## config.mk

```make
export PLATFORM = sky130hd
export DESIGN_NAME = dca_matrix_row_stream_ctrl_flat
export DESIGN_NICKNAME = d
export VERILOG_FILES = /design/src/rtl/dca_matrix_row_stream_ctrl_pkg.sv /design/src/rtl/dca_matrix_row_stream_ctrl_if.sv /design/src/rtl/dca_matrix_row_stream_ctrl.sv /design/src/flat_wrapper.sv
export SDC_FILE = /design/constraint.sdc
export NUM_CORES = 1
export LEC_CHECK = 0
export CAP_MARGIN = 10
export CORE_AREA = 2 2 404 406
export CTS_CLUSTER_SIZE = 8
export DETAILED_ROUTE_END_ITERATION = 10
export DIE_AREA = 0 0 406 408
export GPL_TIMING_DRIVEN = 0
export HOLD_SLACK_MARGIN = 0.08
export PLACE_DENSITY = 0.33
export SLEW_MARGIN = 20
export SYNTH_ARGS = -nofsm -noshare
export SYNTH_HDL_FRONTEND = slang
export SYNTH_SLANG_ARGS = --single-unit
```

## constraint.sdc

```tcl
create_clock -name clk_i -period 3.3 [get_ports clk_i]
set_input_delay 0.66 -clock clk_i [delete_from_list [all_inputs] [get_ports clk_i]]
set_output_delay 0.66 -clock clk_i [all_outputs]
set_load 0.01 [all_outputs]
```

## src/rtl/dca_matrix_row_stream_ctrl_pkg.sv

```systemverilog
// rtl/dca_matrix_row_stream_ctrl_pkg.sv - command/state encodings and sizing helpers for the row stream controller
package dca_matrix_row_stream_ctrl_pkg;

  // Command opcodes carried on cmd_op
  typedef enum logic [1:0] {
    DCA_RSC_OP_LOAD  = 2'd0,
    DCA_RSC_OP_DRAIN = 2'd1,
    DCA_RSC_OP_SWAP  = 2'd2,
    DCA_RSC_OP_CLEAR = 2'd3
  } dca_rsc_op_e;

  // Sequencer states; one op state per command
  typedef enum logic [2:0] {
    DCA_RSC_ST_IDLE  = 3'd0,
    DCA_RSC_ST_LOAD  = 3'd1,
    DCA_RSC_ST_DRAIN = 3'd2,
    DCA_RSC_ST_SWAP  = 3'd3,
    DCA_RSC_ST_CLEAR = 3'd4
  } dca_rsc_state_e;

  // Matrix size code -> number of rows (the code is the row count of the square matrix)
  function automatic int dca_matrix_num_row(input int size_para);
    return size_para;
  endfunction

  // Row width in bits for a square matrix of the given size code
  function automatic int dca_tensor_row_bits(input int size_para, input int bw_scalar);
    return dca_matrix_num_row(size_para) * bw_scalar;
  endfunction

endpackage

```

## src/rtl/dca_matrix_row_stream_ctrl_if.sv

```systemverilog
// rtl/dca_matrix_row_stream_ctrl_if.sv - command, row stream and matrix register move-port bundle
interface dca_matrix_row_stream_ctrl_if
  import dca_matrix_row_stream_ctrl_pkg::*;
#(
  parameter int BW_TENSOR_ROW = 256
);
  // command channel
  logic                     cmd_valid;
  logic                     cmd_ready;
  dca_rsc_op_e              cmd_op;
  // input row stream
  logic                     in_valid;
  logic                     in_ready;
  logic [BW_TENSOR_ROW-1:0] in_data;
  // output row stream
  logic                     out_valid;
  logic                     out_ready;
  logic [BW_TENSOR_ROW-1:0] out_data;
  // matrix register row-move port
  logic                     mreg_init;
  logic                     mreg_move_wenable;
  logic [BW_TENSOR_ROW-1:0] mreg_move_wdata_list;
  logic                     mreg_move_renable;
  logic [BW_TENSOR_ROW-1:0] mreg_move_rdata_list;

  // master: the side issuing commands, supplying rows and hosting the register
  modport master (
    output cmd_valid, cmd_op, in_valid, in_data, out_ready, mreg_move_rdata_list,
    input  cmd_ready, in_ready, out_valid, out_data,
           mreg_init, mreg_move_wenable, mreg_move_wdata_list, mreg_move_renable
  );

  // slave: the controller
  modport slave (
    input  cmd_valid, cmd_op, in_valid, in_data, out_ready, mreg_move_rdata_list,
    output cmd_ready, in_ready, out_valid, out_data,
           mreg_init, mreg_move_wenable, mreg_move_wdata_list, mreg_move_renable
  );

endinterface

```

## src/rtl/dca_matrix_row_stream_ctrl.sv

```systemverilog
// rtl/dca_matrix_row_stream_ctrl.sv - LOAD/DRAIN/SWAP/CLEAR row-move sequencer for the matrix register
module dca_matrix_row_stream_ctrl
  import dca_matrix_row_stream_ctrl_pkg::*;
#(
  parameter int MATRIX_SIZE_PARA = 8,
  parameter int BW_TENSOR_SCALAR = 32
) (
  input  logic                   clk_i,
  input  logic                   rstp_i,
  dca_matrix_row_stream_ctrl_if.slave bus,
  output logic                   ctrl_busy_o,
  output logic                   ctrl_done_o,
  output logic [$clog2(dca_matrix_num_row(MATRIX_SIZE_PARA)+1)-1:0] rows_valid_o
);

  localparam int MATRIX_NUM_ROW = dca_matrix_num_row(MATRIX_SIZE_PARA);
  localparam int BW_TENSOR_ROW  = dca_tensor_row_bits(MATRIX_SIZE_PARA, BW_TENSOR_SCALAR);
  localparam int BW_ROW_CNT     = $clog2(MATRIX_NUM_ROW + 1);
  localparam logic [BW_ROW_CNT-1:0] LAST_ROW = BW_ROW_CNT'(MATRIX_NUM_ROW - 1);
  localparam logic [BW_ROW_CNT-1:0] ROW_MAX  = BW_ROW_CNT'(MATRIX_NUM_ROW);

  dca_rsc_state_e          state_q;
  logic [BW_ROW_CNT-1:0]   row_cnt_q;
  logic [BW_ROW_CNT-1:0]   rows_valid_q;

  logic st_idle, st_load, st_drain, st_swap, st_clear;
  logic beat_load, beat_drain, beat_swap, last_beat;

  // State decode and per-state beat qualification
  always_comb begin
    st_idle    = (state_q == DCA_RSC_ST_IDLE);
    st_load    = (state_q == DCA_RSC_ST_LOAD);
    st_drain   = (state_q == DCA_RSC_ST_DRAIN);
    st_swap    = (state_q == DCA_RSC_ST_SWAP);
    st_clear   = (state_q == DCA_RSC_ST_CLEAR);
    beat_load  = st_load  & bus.in_valid;
    beat_drain = st_drain & bus.out_ready;
    beat_swap  = st_swap  & bus.in_valid & bus.out_ready;
    last_beat  = (beat_load | beat_drain | beat_swap) & (row_cnt_q == LAST_ROW);
  end

  // Handshake and register-port drive; idle states never touch the move enables
  always_comb begin
    bus.cmd_ready            = st_idle;
    bus.in_ready             = st_load | (st_swap & bus.out_ready);
    bus.out_valid            = st_drain | (st_swap & bus.in_valid);
    bus.out_data             = (st_drain | st_swap) ? bus.mreg_move_rdata_list
                                                    : {BW_TENSOR_ROW{1'b0}};
    bus.mreg_move_wenable    = beat_load | beat_swap;
    bus.mreg_move_wdata_list = (st_load | st_swap) ? bus.in_data : {BW_TENSOR_ROW{1'b0}};
    bus.mreg_move_renable    = beat_drain | beat_swap;
    bus.mreg_init            = st_clear;
    ctrl_busy_o              = ~st_idle;
    ctrl_done_o              = last_beat | st_clear;
    rows_valid_o             = rows_valid_q;
  end

  // Sequencer: command dispatch, row counting and occupancy tracking
  always_ff @(posedge clk_i) begin
    if (rstp_i) begin
      state_q      <= DCA_RSC_ST_IDLE;
      row_cnt_q    <= '0;
      rows_valid_q <= '0;
    end else begin
      case (state_q)
        DCA_RSC_ST_IDLE: begin
          if (bus.cmd_valid) begin
            row_cnt_q <= '0;
            case (bus.cmd_op)
              DCA_RSC_OP_LOAD:  state_q <= DCA_RSC_ST_LOAD;
              DCA_RSC_OP_DRAIN: state_q <= DCA_RSC_ST_DRAIN;
              DCA_RSC_OP_SWAP:  state_q <= DCA_RSC_ST_SWAP;
              default:          state_q <= DCA_RSC_ST_CLEAR;
            endcase
          end
        end
        DCA_RSC_ST_LOAD: begin
          if (beat_load) begin
            row_cnt_q <= row_cnt_q + 1'b1;
            if (rows_valid_q != ROW_MAX) rows_valid_q <= rows_valid_q + 1'b1;
            if (last_beat) state_q <= DCA_RSC_ST_IDLE;
          end
        end
        DCA_RSC_ST_DRAIN: begin
          if (beat_drain) begin
            row_cnt_q <= row_cnt_q + 1'b1;
            if (rows_valid_q != '0) rows_valid_q <= rows_valid_q - 1'b1;
            if (last_beat) state_q <= DCA_RSC_ST_IDLE;
          end
        end
        DCA_RSC_ST_SWAP: begin
          if (beat_swap) begin
            row_cnt_q <= row_cnt_q + 1'b1;
            if (last_beat) begin
              rows_valid_q <= ROW_MAX;
              state_q      <= DCA_RSC_ST_IDLE;
            end
          end
        end
        default: begin
          rows_valid_q <= '0;
          state_q      <= DCA_RSC_ST_IDLE;
        end
      endcase
    end
  end

endmodule
```

## src/flat_wrapper.sv

```systemverilog
// flat-port wrapper written by rule: the top's interface ports become plain ports
module dca_matrix_row_stream_ctrl_flat import dca_matrix_row_stream_ctrl_pkg::*;
#(
  parameter int MATRIX_SIZE_PARA = 8,
  parameter int BW_TENSOR_SCALAR = 32
)
  (clk_i, rstp_i, ctrl_busy_o, ctrl_done_o, rows_valid_o, bus_cmd_valid, bus_cmd_op, bus_in_valid, bus_in_data, bus_out_ready, bus_mreg_move_rdata_list, bus_cmd_ready, bus_in_ready, bus_out_valid, bus_out_data, bus_mreg_init, bus_mreg_move_wenable, bus_mreg_move_wdata_list, bus_mreg_move_renable);
  dca_matrix_row_stream_ctrl_if bus_i ();
  input  logic clk_i;
  input  logic rstp_i;
  output logic ctrl_busy_o;
  output logic ctrl_done_o;
  output logic [$clog2(dca_matrix_num_row(MATRIX_SIZE_PARA)+1)-1:0] rows_valid_o;
  input wire logic [$bits(bus_i.cmd_valid)-1:0] bus_cmd_valid;
  input wire logic [$bits(bus_i.cmd_op)-1:0] bus_cmd_op;
  input wire logic [$bits(bus_i.in_valid)-1:0] bus_in_valid;
  input wire logic [$bits(bus_i.in_data)-1:0] bus_in_data;
  input wire logic [$bits(bus_i.out_ready)-1:0] bus_out_ready;
  input wire logic [$bits(bus_i.mreg_move_rdata_list)-1:0] bus_mreg_move_rdata_list;
  output wire logic [$bits(bus_i.cmd_ready)-1:0] bus_cmd_ready;
  output wire logic [$bits(bus_i.in_ready)-1:0] bus_in_ready;
  output wire logic [$bits(bus_i.out_valid)-1:0] bus_out_valid;
  output wire logic [$bits(bus_i.out_data)-1:0] bus_out_data;
  output wire logic [$bits(bus_i.mreg_init)-1:0] bus_mreg_init;
  output wire logic [$bits(bus_i.mreg_move_wenable)-1:0] bus_mreg_move_wenable;
  output wire logic [$bits(bus_i.mreg_move_wdata_list)-1:0] bus_mreg_move_wdata_list;
  output wire logic [$bits(bus_i.mreg_move_renable)-1:0] bus_mreg_move_renable;
  assign bus_i.cmd_valid = bus_cmd_valid;
  assign bus_i.cmd_op = bus_cmd_op;
  assign bus_i.in_valid = bus_in_valid;
  assign bus_i.in_data = bus_in_data;
  assign bus_i.out_ready = bus_out_ready;
  assign bus_i.mreg_move_rdata_list = bus_mreg_move_rdata_list;
  assign bus_cmd_ready = bus_i.cmd_ready;
  assign bus_in_ready = bus_i.in_ready;
  assign bus_out_valid = bus_i.out_valid;
  assign bus_out_data = bus_i.out_data;
  assign bus_mreg_init = bus_i.mreg_init;
  assign bus_mreg_move_wenable = bus_i.mreg_move_wenable;
  assign bus_mreg_move_wdata_list = bus_i.mreg_move_wdata_list;
  assign bus_mreg_move_renable = bus_i.mreg_move_renable;
  dca_matrix_row_stream_ctrl #(.MATRIX_SIZE_PARA(MATRIX_SIZE_PARA), .BW_TENSOR_SCALAR(BW_TENSOR_SCALAR)) u_core (.clk_i(clk_i), .rstp_i(rstp_i), .bus(bus_i), .ctrl_busy_o(ctrl_busy_o), .ctrl_done_o(ctrl_done_o), .rows_valid_o(rows_valid_o));
endmodule
```

==> results_dict.tcl, run 1 <==
set metrics [dict create \
    drc 0 \
    worstMarginPinSlew_ns 0.637 \
    first_pass_iters 4 \
    async_reset_ff_share_pct 0 \
    postRouteAntennaNets 0 \
    yosys.cell_types.count 43 \
    overflow 0 \
    max-vdd-ir-drop_mv 0.120 \
    grt_pass1_wl_mm 121 \
    drv_slew 0 \
    cp.required_ns 2.64 \
    r2r_cells 9 \
    grt_pass1_vias 9035 \
    tns_ns 0 \
    synth_top_family_by_area "simple AND/OR/NAND/NOR gates" \
    muxShareOfSynthArea_pct 0.694 \
    start_util_pct 2.68 \
    area_delta_synth_final_pct 309 \
    synthAdderAreaFrac_pct 1.74 \
    period_minus_slack_ns 3.22 \
    die_h_um 408 \
    die_area_um2 166000 \
    grt.total_usage_pct 11.5 \
    fp-row-count 148 \
    wl_per_cell_um 25.8 \
    nets 2245 \
    clkSinkCount 11 \
    wirelength_mm 101 \
    insertion_delay_ns 0.25 \
    arrival_ns 2.56 \
    synth_edf_count 0 \
    synth_compound_area_share_pct 3.70 \
    hold_class "flip-flop to flip-flop" \
    synth_most_common_cell "and2_1" \
    yosysWarnings 0 \
    clock_tree.buffer_depth 2 \
    antenna_found_initial 61 \
    cap_violations 0 \
    yosys.area_share.xor_xnor_pct 0.607 \
    dp_hpwl_mm 96.3 \
    syn_area_um2 4330 \
    relSlewSlack_pct 57.4 \
    rsz0062_at_grt "yes" \
    dpl-instance-area_um2 17500 \
    final_layout_size_suffix_gt1_share_pct 4.07 \
    io_pins 1043 \
    synthTopCellsByArea "and2_1 75%, clkbuf_1 5.1%, dfxtp_1 5.1%" \
    cts_buffers 3 \
    netlist.area_leader.share_pct 74.8 \
    finalSetupViolCount 0 \
    cts_setup_buffers 0 \
    syn-num-nets 1199 \
    max_freq_ghz 0.311 \
    synthTopCellsByCount "517 x and2_1, 59 x clkbuf_1, 11 x dfxtp_1" \
    status "complete, no violations" \
    grt_max_degree 11 \
    finalHoldViolCount 0 \
    avgSynthCellArea_um2 6.42 \
    place.gp.congestion 0.889 \
    crit_type "flip-flop to primary output" \
    skew_ns 0.00567 \
    leakage_nw 6.33 \
    cts.clk_slew.worst_paths_ns 0.04 \
    setup.worst_path.end_class "primary output" \
    crit_fanout 10 \
    start_kind "flip-flop" \
    pwr_density_cell_nw_per_um2 275 \
    ys_seq_elements 11 \
    synthSimpleGateAreaFrac_pct 81.9 \
    yosysSeqAreaShare_pct 5.09 \
    syn_inst 674 \
    via_count 9076 \
    fp.coreArea_um2 162000 \
    clockRootBuffer "clkbuf_16" \
    vias_per_cell 2.32 \
    synthFlopType "dfxtp_1" \
    cts_tree "built" \
    whs_path_depth 2 \
    yosysTopAreaCell "and2_1" \
    postLayoutCellArea_um2 17700 \
    first_iter_violations 374 \
    fp.dieW_um 406 \
    fin_crit_sh_pct 97.5 \
    portBuffers 1041 \
    cts_max_level 1 \
]
==> layout by cell type (no fill, tap or decap), types with 2 or more instances in the layout <==
cell / n
a21oi_1: 8
a31oi_1: 2
and2_1: 504
and2_2: 14
and3_2: 2
buf_2: 2
buf_4: 3
buf_6: 2
clkbuf_1: 26
clkbuf_16: 3
clkbuf_2: 22
clkbuf_4: 4
clkbuf_8: 4
clkdlybuf4s15_2: 4
clkdlybuf4s50_1: 988
dfxtp_1: 11
diode_2: 16
dlygate4sd2_1: 37
dlymetal6s2s_1: 11
ha_1: 6
inv_1: 5
mux2i_1: 3
nand2b_1: 4
nand2b_4: 2
nand3_1: 4
nand3b_1: 2
nor2_1: 10
nor2b_1: 3
nor3_1: 2
o21ai_0: 4
or2b_1: 2
or3_1: 2
xor2_1: 2
==> registers in the layout, summed over array words and instances (netlist names) <==
signal               count
u_core.row_cnt_q         4
u_core.rows_valid_o      4
u_core.state_q           3
==> per-stage QoR <==
step | std cells | total power [W] | setup slack [ns] | util (%) | hold WS, ns
4_1_cts | 3894 | 0.00500 | -0.00187 | 10.9 | 0.503
2_1_floorplan | 674 | 0.00151 | 1.31 | - | 0.454
3_3_place_gp | 3890 | 0.00477 | -1.43 | 10.8 | 0.487
6_report | 3910 | 0.00486 | 0.0825 | 10.9 | 0.500
3_5_place_dp | 3890 | 0.00475 | -1.28 | 10.8 | 0.494
5_1_grt | 3895 | 0.00513 | -0.000388 | 10.9 | 0.523
==> power breakdown <==
group / internal [W] / total, W / switching [W]
Clock: 0.000163 / 0.000233 / 0.0000696
Sequential: 0.000147 / 0.000161 / 0.0000145
Combinational: 0.00222 / 0.00446 / 0.00225
==> routing by layer <==
layer	vias to the layer above	share of wire, %	global-route usage [%]
met5	-	0.29	0
met4	46	0.97	0.833
met3	75	8.4	3.54
met2	551	50	20.9
met1	4257	40	13.7
li1	4147	-	-
==> layout make-up <==
type                       count  area (um^2)
antenna                       16         40.0
buffer                        62          344
clock buffer                   4         78.8
fill                       18700       144000
inverter                       5         18.8
multi-input combinational    596         3850
sequential                    11          220
tap                         2175         2720
timing repair buffer        1041        10400
==> worst paths after layout <==
| check | startpoint | end | slack [ns] |
|---|---|---|---|
| setup / recovery | u_core.state_q[1]$_SDFFE_PP0P_ | bus_out_data[223] | 0.08 |
| hold / removal | u_core.row_cnt_q[3]$_SDFFE_PP0P_ | u_core.row_cnt_q[3]$_SDFFE_PP0P_ | 0.50 |
| setup reg to reg | u_core.state_q[1]$_SDFFE_PP0P_ | u_core.rows_valid_o[3]$_SDFFE_PP0P_ | 1.23 |
| hold reg to reg | u_core.row_cnt_q[3]$_SDFFE_PP0P_ | u_core.row_cnt_q[3]$_SDFFE_PP0P_ | 0.50 |
==> critical path, cell delays in order, from the launching register on <==
cell and delay [ns]:
dfxtp_1 0.36, nor2b_1 0.16, clkbuf_8 0.23, clkbuf_4 0.29, clkbuf_2 0.31, and2_1 0.19, clkdlybuf4s50_1 0.72
==> timing repair <==
action / in CTS / in global routing
hold buffers: 0 / 0
gates resized for setup: 92 / 46
setup endpoints to repair: 513 / 124
pin swaps: 0 / 0
hold endpoints to repair: 0 / 0
==> logic make-up (layout without fill, tap and decap cells) <==
family          after synthesis  after routing
fa+ha+maj                     6              6
compound gates               21             21
xor+xnor                      3              3
mux                           3              3
buf+inv                      67           1112
other cells                   0             16
simple gates                563            563
flops                        11             11
(Power assumes the default switching activity.)
==> inputs of run 2 (changes only) <==
--- a/config.mk
+++ b/config.mk
@@ -13,6 +13,7 @@
 export GPL_TIMING_DRIVEN = 0
 export HOLD_SLACK_MARGIN = 0.08
 export PLACE_DENSITY = 0.33
+export SKIP_LAST_GASP = 1
 export SLEW_MARGIN = 20
 export SYNTH_ARGS = -nofsm -noshare
 export SYNTH_HDL_FRONTEND = slang
==> results_dict.tcl, run 2 (same netlist as run 1, synthesis figures left out) <==
set metrics [dict create \
    hold_class "flip-flop to flip-flop" \
    grt.total_usage_pct 11.5 \
    antenna_found_initial 61 \
    first_iter_violations 371 \
    skew_ns 0.00567 \
    hold_buffers 0 \
    clockRootBuffer "clkbuf_16" \
    start_util_pct 2.68 \
    insertion_delay_ns 0.25 \
    drv_slew 0 \
    start_kind "flip-flop" \
    area_delta_synth_final_pct 309 \
    postRouteAntennaNets 0 \
    cts_buffers 3 \
    cts.clk_slew.worst_paths_ns 0.04 \
    grt_pass1_vias 9035 \
    fp-row-count 148 \
    tns_ns 0 \
    max_stage_delay_ns 0.72 \
    die_area_um2 166000 \
    first_pass_iters 4 \
    status "complete, no violations" \
    leakage_nw 6.33 \
    max_freq_ghz 0.311 \
    relSlewSlack_pct 57.4 \
    finalSetupViolCount 0 \
    fin_ws_ns 0.0827 \
    final_common_cell "clkdlybuf4s50_1" \
    crit_type "flip-flop to primary output" \
    arrival_ns 2.56 \
    wirelength_mm 101 \
    cap_violations 0 \
    whs_path_depth 2 \
    io_pins 1043 \
    period_minus_slack_ns 3.22 \
    overflow 0 \
    place_ws_ns -1.28 \
    grt_pass1_wl_mm 121 \
    wl_per_cell_um 25.8 \
    slowest_stage "clkdlybuf4s50_1" \
    cts_tree "built" \
    clock_tree.buffer_depth 2 \
    fp.dieW_um 406 \
    portBuffers 1041 \
    fin_crit_sh_pct 97.5 \
    pwr_density_cell_nw_per_um2 275 \
    clkSinkCount 11 \
    crit_fanout 10 \
    place.gp.congestion 0.889 \
    cts_max_level 1 \
    worstMarginPinSlew_ns 0.637 \
    finalHoldViolCount 0 \
    r2r_cells 9 \
    die_h_um 408 \
    grt_max_degree 11 \
    crit_path_cell_trace "nor2b_1 > clkbuf_8 > clkbuf_4 > clkbuf_2 > and2_1 > clkdlybuf4s50_1" \
    layout_common_cells "988 x clkdlybuf4s50_1, 504 x and2_1, 37 x dlygate4sd2_1, 26 x clkbuf_1, 22 x clkbuf_2" \
    cp.required_ns 2.64 \
    fp.coreArea_um2 162000 \
    dp_hpwl_mm 96.3 \
    rrSetupSlack_ns 1.23 \
    rsz0062_at_grt "yes" \
    dpl-instance-area_um2 17500 \
    drc 0 \
    fin_total_pwr_w 0.00486 \
    vias_per_cell 2.32 \
    nets 2245 \
    final_layout_size_suffix_gt1_share_pct 4.07 \
    whs_ns 0.500 \
    postLayoutCellArea_um2 17700 \
    max-vdd-ir-drop_mv 0.120 \
    setup.worst_path.end_class "primary output" \
    via_count 9072 \
]
==> run 2: stage by stage <==
step	std cells	util, %
after global routing	3895	10.9
after floorplan	674	-
after detailed placement	3890	10.8
after global placement	3890	10.8
after CTS	3894	10.9
final	3910	10.9
==> run 2: metal layers <==
metal / vias up / GRT usage, % / routed length (um)
met4: 46 / 0.833 / 981
met1: 4253 / 13.7 / 40600
met2: 551 / 20.9 / 50600
met5: - / 0 / 292
met3: 75 / 3.54 / 8470
li1: 4147 / - / -
==> run 2: cell type report <==
class	count	area, um^2
antenna	16	40.0
buffer	62	342
clock buffer	4	78.8
fill	18700	144000
inverter	5	18.8
multi-input combinational	596	3850
sequential	11	220
tap	2175	2720
timing repair buffer	1041	10400
==> run 2: final timing paths <==
path                                                       endpoint                             start
worst max-delay path                              bus_out_data[223]    u_core.state_q[1]$_SDFFE_PP0P_
worst min-delay path               u_core.row_cnt_q[3]$_SDFFE_PP0P_  u_core.row_cnt_q[3]$_SDFFE_PP0P_
worst max register to register  u_core.rows_valid_o[3]$_SDFFE_PP0P_    u_core.state_q[1]$_SDFFE_PP0P_
worst min register to register     u_core.row_cnt_q[3]$_SDFFE_PP0P_  u_core.row_cnt_q[3]$_SDFFE_PP0P_
==> run 2: what timing repair did <==
action,CTS,global route
buffers inserted,0,0
gates resized for setup,92,45
endpoints found under the setup margin,513,124
endpoints found under the hold margin,0,0
==> run 2: critical path, delay by kind of cell (launching register included) <==
family	cells	cell delay, ns
simple gates	2	0.35
buf+inv	4	1.55
flops	1	0.36
==> run 2: power by group <==
part / internal [W] / leakage, nW / switching (W)
logic: 0.00221 / 6.20 / 0.00225
registers: 0.000147 / 0.0891 / 0.0000145
clock network: 0.000163 / 0.0382 / 0.0000696
total: 0.00252 / 6.33 / 0.00233
==> inputs of run 3 (changes only) <==
--- a/config.mk
+++ b/config.mk
@@ -7,6 +7,7 @@
 export LEC_CHECK = 0
 export CAP_MARGIN = 10
 export CORE_AREA = 2 2 404 406
+export CTS_BUF_LIST = sky130_fd_sc_hd__clkbuf_2 sky130_fd_sc_hd__clkbuf_4 sky130_fd_sc_hd__clkbuf_8
 export CTS_CLUSTER_SIZE = 8
 export DETAILED_ROUTE_END_ITERATION = 10
 export DIE_AREA = 0 0 406 408
==> results_dict.tcl, run 3 (same netlist as run 1, synthesis figures left out) <==
set metrics [dict create \
    ctsResizeCount 96 \
    first_iter_violations 343 \
    area_delta_synth_final_pct 308 \
    finalSetupViolCount 0 \
    postLayoutCellArea_um2 17700 \
    die_area_um2 166000 \
    wirelength_mm 101 \
    grt_max_degree 11 \
    max_stage_delay_ns 0.62 \
    skew_ns 0.00318 \
    cts.clk_slew.worst_paths_ns 0.05 \
    vias_per_cell 2.32 \
    wl_per_cell_um 25.8 \
    max-vdd-ir-drop_mv 0.0975 \
    crit_path_cell_trace "nor2b_1 > clkbuf_8 > clkbuf_4 > clkbuf_2 > and2_1 > clkdlybuf4s50_1" \
    pwr_density_cell_nw_per_um2 271 \
    fp-row-count 148 \
    start_kind "flip-flop" \
    portBuffers 1041 \
    rsz0062_at_grt "yes" \
    period_minus_slack_ns 3.22 \
    fp.dieW_um 406 \
    fin_crit_sh_pct 97.4 \
    start_util_pct 2.68 \
    io_pins 1043 \
    cts_buffers 3 \
    place_ws_ns -1.28 \
    via_count 9061 \
    clkSinkCount 11 \
    clock_tree.buffer_depth 2 \
    nets 2245 \
    grt_pass1_wl_mm 121 \
    swShare_pct 48.6 \
    arrival_ns 2.56 \
    finalHoldViolCount 0 \
    cts_setup_buffers 0 \
    grt.total_usage_pct 11.5 \
    setup.worst_path.end_class "primary output" \
    critPathLaunch "u_core.state_q[1]$_SDFFE_PP0P_" \
    fin_ws_ns 0.0842 \
    seqPwrFrac_pct 3.4 \
    crit_type "flip-flop to primary output" \
    die_h_um 408 \
    cts_tree "built" \
    worstMarginPinSlew_ns 0.644 \
    relSlewSlack_pct 56.9 \
    status "complete, no violations" \
    dpl-instance-area_um2 17500 \
    first_pass_iters 5 \
    dp_hpwl_mm 96.3 \
    grt_pass1_vias 9040 \
    cp.required_ns 2.64 \
    power.share.combinational_pct 93.5 \
    final_layout_size_suffix_gt1_share_pct 4.19 \
    max_freq_ghz 0.311 \
    clockRootBuffer "clkbuf_8" \
    pwr-share-clk_pct 3.1 \
    fin_total_pwr_w 0.00478 \
    r2r_start "u_core.state_q[1]$_SDFFE_PP0P_" \
    drv_slew 0 \
    cts_max_level 1 \
    layout_common_cells "987 x clkdlybuf4s50_1, 504 x and2_1, 39 x dlygate4sd2_1, 25 x clkbuf_1, 21 x clkbuf_2" \
    drc 0 \
    fp.coreArea_um2 162000 \
    min_from "u_core.row_cnt_q[3]$_SDFFE_PP0P_" \
    p_int_w 0.00246 \
    leakage_nw 6.31 \
    p_switching_w 0.00232 \
    hold_class "flip-flop to flip-flop" \
    overflow 0 \
    tns_ns 0 \
    cap_violations 0 \
    crit_fanout 10 \
    final_common_cell "clkdlybuf4s50_1" \
    place.gp.congestion 0.889 \
    insertion_delay_ns 0.24 \
    antenna_found_initial 61 \
    hold_buffers 0 \
    postRouteAntennaNets 0 \
    slowest_stage "clkdlybuf4s50_1" \
]
run 3: per-stage QoR:
stage	util [%]	cells	hold WS, ns
after global routing	10.9	3895	0.525
after global placement	10.8	3890	0.487
after floorplan	-	674	0.454
after CTS	10.9	3894	0.504
final	10.9	3911	0.501
after detailed placement	10.8	3890	0.494
run 3: area by class of cell:
| cell class | instances | area [um^2] |
|---|---|---|
| fillers | 18800 | 144000 |
| repair buffers | 1041 | 10400 |
| multi-input cells | 596 | 3850 |
| well taps | 2175 | 2720 |
| plain buffers | 62 | 347 |
| flip-flops and latches | 11 | 220 |
| clock buffers | 4 | 48.8 |
| diodes | 17 | 42.5 |
| inverters | 5 | 18.8 |
run 3: worst paths after layout:
kind | end | slack, ns | cells past startpoint
setup / recovery | bus_out_data[203] | 0.08 | 6
hold / removal | u_core.row_cnt_q[3]$_SDFFE_PP0P_ | 0.50 | 2
setup reg to reg | u_core.rows_valid_o[3]$_SDFFE_PP0P_ | 1.22 | 9
hold reg to reg | u_core.row_cnt_q[3]$_SDFFE_PP0P_ | 0.50 | 2
run 3: worst max-delay path, delay by kind of cell, from the launching register on:
kind / cells / cell delay, ns
buffers and inverters: 4 / 1.41
flip-flops: 1 / 0.36
AND/OR/NAND/NOR: 2 / 0.49
run 3: layer usage:
layer / vias up / routed length [um] / global-route usage (%)
met1: 4233 / 40500 / 13.6
met4: 46 / 909 / 0.801
met3: 70 / 8490 / 3.64
li1: 4151 / - / -
met2: 561 / 50600 / 20.9
met5: - / 296 / 0
run 3: power by group through the flow:
stage | clock network [W] | registers (W) | logic (W)
6_report | 0.000150 | 0.000160 | 0.00447
5_1_grt | 0.000162 | 0.000163 | 0.00473
4_1_cts | 0.000157 | 0.000161 | 0.00460
3_5_place_dp | 0 | 0.000164 | 0.00458
3_3_place_gp | 0 | 0.000164 | 0.00461
2_1_floorplan | 0 | 0.000161 | 0.00135
